<file path="src/rtl/binarize_pkg.sv">
// rtl/binarize_pkg.sv - shared defaults, output count width and FSM encoding for popcount_binarize
package binarize_pkg;
  localparam int WL_DEF = 112;
  localparam int CW_DEF = 7;
  localparam int AW_DEF = 11;
  localparam int OCW    = 7;

  typedef enum logic {
    ACC = 1'b0,
    OUT = 1'b1
  } state_t;
endpackage

</file>
<file path="src/rtl/popcount_binarize_if.sv">
// rtl/popcount_binarize_if.sv - popcount input / packed word output bundle; iINV exists only with BINARIZE_INVERT_EN
interface popcount_binarize_if
  import binarize_pkg::*;
#(
  parameter int WL = WL_DEF,
  parameter int CW = CW_DEF,
  parameter int AW = AW_DEF
);
  logic            iEN;
  logic [CW-1:0]   idata;
  logic [3:0]      iNACC;
  logic [AW-1:0]   iTHRESH;
  logic            iFLUSH;
  logic            iREADY;
`ifdef BINARIZE_INVERT_EN
  logic            iINV;
`endif
  logic            oREADY;
  logic            oEN;
  logic [WL-1:0]   odata;
  logic [OCW-1:0]  ocount;
  logic            oOVF;

  modport master (
`ifdef BINARIZE_INVERT_EN
    output iINV,
`endif
    output iEN, idata, iNACC, iTHRESH, iFLUSH, iREADY,
    input  oREADY, oEN, odata, ocount, oOVF
  );

  modport slave (
`ifdef BINARIZE_INVERT_EN
    input  iINV,
`endif
    input  iEN, idata, iNACC, iTHRESH, iFLUSH, iREADY,
    output oREADY, oEN, odata, ocount, oOVF
  );
endinterface

</file>
<file path="src/rtl/bit_packer.sv">
// rtl/bit_packer.sv - packs binarized neuron bits into a word, flags the last slot, clears on transfer
module bit_packer
  import binarize_pkg::*;
#(
  parameter int WL = WL_DEF,
  parameter int BW = $clog2(WL + 1)
) (
  input  logic          clk,
  input  logic          rst,
  input  logic          bit_we,
  input  logic          bit_val,
  input  logic          xfer,
  output logic [WL-1:0] pack,
  output logic [BW-1:0] bidx,
  output logic          full
);
  assign full = bit_we && (bidx == BW'(WL - 1));

  // bidx runs up to WL so it doubles as the valid-bit count while the word is held
  always_ff @(posedge clk) begin
    if (rst || xfer) begin
      pack <= '0;
      bidx <= '0;
    end else if (bit_we) begin
      pack[bidx] <= bit_val;
      bidx       <= bidx + BW'(1);
    end
  end
endmodule

</file>
<file path="src/rtl/popcount_binarize.sv">
// rtl/popcount_binarize.sv - accumulates partial popcounts per neuron, thresholds and packs bits; BINARIZE_INVERT_EN adds iINV
module popcount_binarize
  import binarize_pkg::*;
#(
  parameter int WL = WL_DEF,
  parameter int CW = CW_DEF,
  parameter int AW = AW_DEF
) (
  input  logic               iCLK,
  input  logic               iRST,
  popcount_binarize_if.slave bus
);
  localparam int BW = $clog2(WL + 1);

  state_t          state, state_nxt;
  logic [AW-1:0]   acc, sum;
  logic [3:0]      pcnt, nacc_m1;
  logic            take, last, bit_we, bit_val, full, xfer, flush_go, ovf;
  logic [WL-1:0]   pack;
  logic [BW-1:0]   bidx;

  assign nacc_m1  = (bus.iNACC == 4'd0) ? 4'd0 : bus.iNACC - 4'd1;
  assign take     = bus.iEN && (state == ACC);
  assign last     = (pcnt == nacc_m1);
  assign bit_we   = take && last;
  assign sum      = acc + AW'(bus.idata);

`ifdef BINARIZE_INVERT_EN
  assign bit_val  = (sum >= bus.iTHRESH) ^ bus.iINV;
`else
  assign bit_val  = (sum >= bus.iTHRESH);
`endif

  // A bit completing in the flush cycle counts, so flush of an empty word still emits it
  assign flush_go = (state == ACC) && bus.iFLUSH && ((bidx != '0) || bit_we);
  assign xfer     = (state == OUT) && bus.iREADY;

  bit_packer #(.WL(WL), .BW(BW)) u_packer (
    .clk     (iCLK),
    .rst     (iRST),
    .bit_we  (bit_we),
    .bit_val (bit_val),
    .xfer    (xfer),
    .pack    (pack),
    .bidx    (bidx),
    .full    (full)
  );

  always_ff @(posedge iCLK) begin
    if (iRST) state <= ACC;
    else      state <= state_nxt;
  end

  always_comb begin
    state_nxt = state;
    case (state)
      ACC:     if (full || flush_go) state_nxt = OUT;
      OUT:     if (bus.iREADY)       state_nxt = ACC;
      default: state_nxt = ACC;
    endcase
  end

  always_ff @(posedge iCLK) begin
    if (iRST) begin
      acc  <= '0;
      pcnt <= '0;
    end else if (take) begin
      acc  <= last ? '0 : sum;
      pcnt <= last ? 4'd0 : pcnt + 4'd1;
    end
  end

  always_ff @(posedge iCLK) begin
    if (iRST)                            ovf <= 1'b0;
    else if (bus.iEN && (state != ACC))  ovf <= 1'b1;
  end

  assign bus.oREADY = (state == ACC);
  assign bus.oEN    = (state == OUT);
  assign bus.odata  = (state == OUT) ? pack : '0;
  assign bus.ocount = (state == OUT) ? OCW'(bidx) : '0;
  assign bus.oOVF   = ovf;
endmodule

</file>
<file path="src/flat_wrapper.sv">
// flat-port wrapper written by rule: the top's interface ports become plain ports
module popcount_binarize_flat import binarize_pkg::*;
#(
  parameter int WL = WL_DEF,
  parameter int CW = CW_DEF,
  parameter int AW = AW_DEF
)
  (iCLK, iRST, bus_iEN, bus_idata, bus_iNACC, bus_iTHRESH, bus_iFLUSH, bus_iREADY, bus_oREADY, bus_oEN, bus_odata, bus_ocount, bus_oOVF);
  popcount_binarize_if #(.WL(WL), .CW(CW), .AW(AW)) bus_i ();
  input  logic iCLK;
  input  logic iRST;
  input wire logic [$bits(bus_i.iEN)-1:0] bus_iEN;
  input wire logic [$bits(bus_i.idata)-1:0] bus_idata;
  input wire logic [$bits(bus_i.iNACC)-1:0] bus_iNACC;
  input wire logic [$bits(bus_i.iTHRESH)-1:0] bus_iTHRESH;
  input wire logic [$bits(bus_i.iFLUSH)-1:0] bus_iFLUSH;
  input wire logic [$bits(bus_i.iREADY)-1:0] bus_iREADY;
  output wire logic [$bits(bus_i.oREADY)-1:0] bus_oREADY;
  output wire logic [$bits(bus_i.oEN)-1:0] bus_oEN;
  output wire logic [$bits(bus_i.odata)-1:0] bus_odata;
  output wire logic [$bits(bus_i.ocount)-1:0] bus_ocount;
  output wire logic [$bits(bus_i.oOVF)-1:0] bus_oOVF;
  assign bus_i.iEN = bus_iEN;
  assign bus_i.idata = bus_idata;
  assign bus_i.iNACC = bus_iNACC;
  assign bus_i.iTHRESH = bus_iTHRESH;
  assign bus_i.iFLUSH = bus_iFLUSH;
  assign bus_i.iREADY = bus_iREADY;
  assign bus_oREADY = bus_i.oREADY;
  assign bus_oEN = bus_i.oEN;
  assign bus_odata = bus_i.odata;
  assign bus_ocount = bus_i.ocount;
  assign bus_oOVF = bus_i.oOVF;
  popcount_binarize #(.WL(WL), .CW(CW), .AW(AW)) u_core (.iCLK(iCLK), .iRST(iRST), .bus(bus_i));
endmodule
</file>
<file path="config.mk">
export PLATFORM = sky130hd
export DESIGN_NAME = popcount_binarize_flat
export DESIGN_NICKNAME = d
export VERILOG_FILES = /design/src/rtl/binarize_pkg.sv /design/src/rtl/popcount_binarize_if.sv /design/src/rtl/bit_packer.sv /design/src/rtl/popcount_binarize.sv /design/src/flat_wrapper.sv
export SDC_FILE = /design/constraint.sdc
export NUM_CORES = 1
export LEC_CHECK = 0
export CORE_MARGIN = 3
export CORE_UTILIZATION = 40
export DETAILED_ROUTE_END_ITERATION = 8
export GPL_TIMING_DRIVEN = 0
export HOLD_SLACK_MARGIN = 0.03
export PLACE_DENSITY_LB_ADDON = 0.25
export SLEW_MARGIN = 20
export SYNTH_ARGS = -nofsm -noshare
export SYNTH_HDL_FRONTEND = slang
export SYNTH_HIERARCHICAL = 1
export SYNTH_SLANG_ARGS = --single-unit
export TNS_END_PERCENT = 100
</file>
<file path="constraint.sdc">
create_clock -name iCLK -period 7.83 [get_ports iCLK]
set_input_delay 1.1745 -clock iCLK [delete_from_list [all_inputs] [get_ports iCLK]]
set_output_delay 1.1745 -clock iCLK [all_outputs]
set_load 0.03 [all_outputs]
</file>
==> impl_metrics.ini <==
[run_status]
status = complete, no violations

[sta]
finalCriticalPeriod_ns = 5.32
whs_ns = 0.454
tightest_slew_ns = 0.771
timing_hold_violations_final = 0
finalCritPeriodShare_pct = 68.0
clock_skew_ns = 0.00648
drv_slew = 0
finalSetupViolCount = 0
timing.slew.headroom_pct = 48.6
finalSetupTns_ns = 0
rsz0062_at_grt = false
timing.fmax_mhz = 188

[drt]
drc = 0
routed_wl_um = 20400
ant_nets = 0
drt_first_pass_iters = 4
drt-initial-drc-count = 270
wl_per_cell_um = 16.1
viasPerCell = 5.01
num_vias = 6338

[layout]
finish.utilization_pct = 54.1
multi_input_area_sq_mm = 0.00424
seq_area_sq_mm = 0.00272
n_antenna_cell = 0
final_cell_mix = nand2_1, clkdlybuf4s50_1, dfxtp_1
layout-drive-gt1-share_pct = 8.49
n_fill_cell = 1709
fin_nets = 1072
area.growth.synth_to_final_pct = 32.4
final_area_sq_mm = 0.00976
mostFrequentLayoutCell = nand2_1

[critical_path]
cpLargestDelayFamily = compound AO/OA/AOI/OAI gates
critPathKind = primary input to flip-flop
startpoint_type = primary input
end_kind = flip-flop
cp_max_fo = 10
slowest_stage = clkbuf_1
critPathBufInv = 3
cp_data_required_time_ns = 8.12
crit_chain = clkdlybuf4s50_1 -> ha_1 -> fa_1 -> a211oi_1 -> o21ai_0 -> a21o_1 -> nand2_1 -> xnor2_1 -> ha_1 -> and4_1 -> a2111oi_0 -> a32oi_1 -> nand2_1 -> clkbuf_1 -> buf_1 -> mux2i_1
max_stage_delay_ns = 0.52
crit_arrival_ns = 5.61

[power]
finalPower_uw = 1700
power_frac_comb_pct = 9.1
p_clk_share_pct = 49.3
ir_drop_uv = 159
p_leak_uw = 0.00428
power.internal_uw = 1270
p_sw_share_pct = 25.0
powerDensity_mw_per_mm2 = 174
p_seq_share_pct = 41.6
switching_power_uw = 425

[logic_synthesis]
synth.avg_cell_area_sq_um = 8.60
synth_cell_types = 57
netlist_instances = 857
syn_nets = 905
synth_edf_count = 0
synthFlopType = dfxtp_1
ys_seq_area_share_pct = 36.9
async_reset_ff_share_pct = 0
synth.yosys.warnings = 6
synthesis.area_sq_mm = 0.00737
ys_ff_latch = 136

[global_routing]
grt_pass1_wl_um = 32600
antenna_found_initial = 0
grt_max_degree = 17
grtUsageTotal_pct = 20.5
grt_overflow = 0
grt_pass1_vias = 6181

[clock_network]
cts_setup_buffers = 0
cts-root-buf = clkbuf_16
hold_buffers = 0
cts_tree = yes
clk_pin_slew_ns = 0.06
cts_buffers = 17
cts_max_path_buffers = 2
htreeDepth = 4
post_cts_resize_count = 0
cts.sinks = 136
clk_latency_ns = 0.42

[floorplanning]
die_y_um = 142
rows = 49
dieWidth_um = 142
start_util_pct = 40.9
fp.dieArea_sq_mm = 0.0201
io_pins = 149
core_sq_mm = 0.0180

[hold_path]
hold_path_class = flip-flop to flip-flop

[place]
routabilityCongestion = 0.862
dpl_cell_area_sq_mm = 0.00914
dpl.hpwl_um = 14200
portBuffers = 148

[flow_run]
maxCapViolations = 0
==> per-stage QoR <==
stage	instances	setup WS [ns]
floorplan	857	3.43
global placement	1234	2.15
detailed placement	1234	2.08
CTS	1266	2.56
global route	1266	2.22
finish	1266	2.51
==> cell type report <==
cell class,count,share of cell area (%)
timing repair buffer,148,15.2
sequential,136,27.9
tap,229,2.94
multi-input combinational,637,43.5
clock inverter,14,1.77
clock buffer,18,4.50
buffer,67,3.59
inverter,17,0.654
==> worst paths after layout <==
path	from	end	slack [ns]	depth (start not counted)
min	u_core/u_packer/pack[75]$_SDFFE_PP0P_	u_core/u_packer/pack[75]$_SDFFE_PP0P_	0.45	2
max	bus_idata[0]	u_core/u_packer/pack[77]$_SDFFE_PP0P_	2.51	16
min reg2reg	u_core/u_packer/pack[75]$_SDFFE_PP0P_	u_core/u_packer/pack[75]$_SDFFE_PP0P_	0.45	2
max reg2reg	u_core/acc[0]$_SDFFE_PP0P_	u_core/u_packer/pack[77]$_SDFFE_PP0P_	3.38	15
==> registers in the layout, indices dropped and copies added, names as in the netlist <==
register	flops
u_core/bus.oEN	1
u_core/u_packer/pack	112
u_core/acc	11
u_core/bus.oOVF	1
u_core/u_packer/bidx	7
u_core/pcnt	4
==> worst reg2reg max path, delay by kind of cell (launching register included) <==
family	cells	cell delay, ns
AOI/OAI and AO/OA	5	1.46
xor gates and xnor gates	1	0.11
adders and majority gates	3	0.87
buffers and inverters	2	0.95
DFF	1	0.31
muxes	1	0.14
and+or+nand+nor	3	0.48
==> per-layer routing <==
metal | vias to the layer above | GRT usage [%] | wire [um]
li1 | 3168 | - | -
met1 | 2987 | 28.1 | 9560
met2 | 162 | 32.2 | 9380
met3 | 21 | 5.56 | 1270
met4 | 0 | 4.70 | 210
met5 | - | 0 | 0
==> cell families (layout without fill, tap and decap cells) <==
| group | after synthesis | in the layout | share of synthesized area, % |
|---|---|---|---|
| simple gates | 430 | 430 | 30.3 |
| flops | 136 | 136 | 36.9 |
| mux | 114 | 114 | 15.5 |
| buf+inv | 84 | 264 | 5.62 |
| compound gates | 51 | 51 | 5.48 |
| fa+ha+maj | 21 | 21 | 3.67 |
| xor+xnor | 21 | 21 | 2.49 |
==> power groups by stage <==
| stage | clock (uW) | combinational [uW] | sequential (uW) |
|---|---|---|---|
| 2_1_floorplan | 0 | 102 | 721 |
| 3_3_place_gp | 0 | 151 | 721 |
| 3_5_place_dp | 0 | 153 | 722 |
| 4_1_cts | 851 | 154 | 706 |
| 5_1_grt | 882 | 174 | 708 |
| 6_report | 836 | 154 | 707 |
==> Yosys cell counts, types with 10 or more instances <==
| library cell | instances | area, sq um |
|---|---|---|
| a21oi_1 | 10 | 50.1 |
| and2_1 | 122 | 763 |
| buf_2 | 22 | 110 |
| clkbuf_1 | 31 | 116 |
| dfxtp_1 | 136 | 2720 |
| ha_1 | 20 | 250 |
| inv_1 | 16 | 60.1 |
| mux2i_1 | 114 | 1140 |
| nand2_1 | 226 | 848 |
| nor2_1 | 22 | 82.6 |
| o21ai_0 | 11 | 55.1 |
| xor2_1 | 13 | 114 |
No activity file was read; power rests on OpenSTA's default activity.
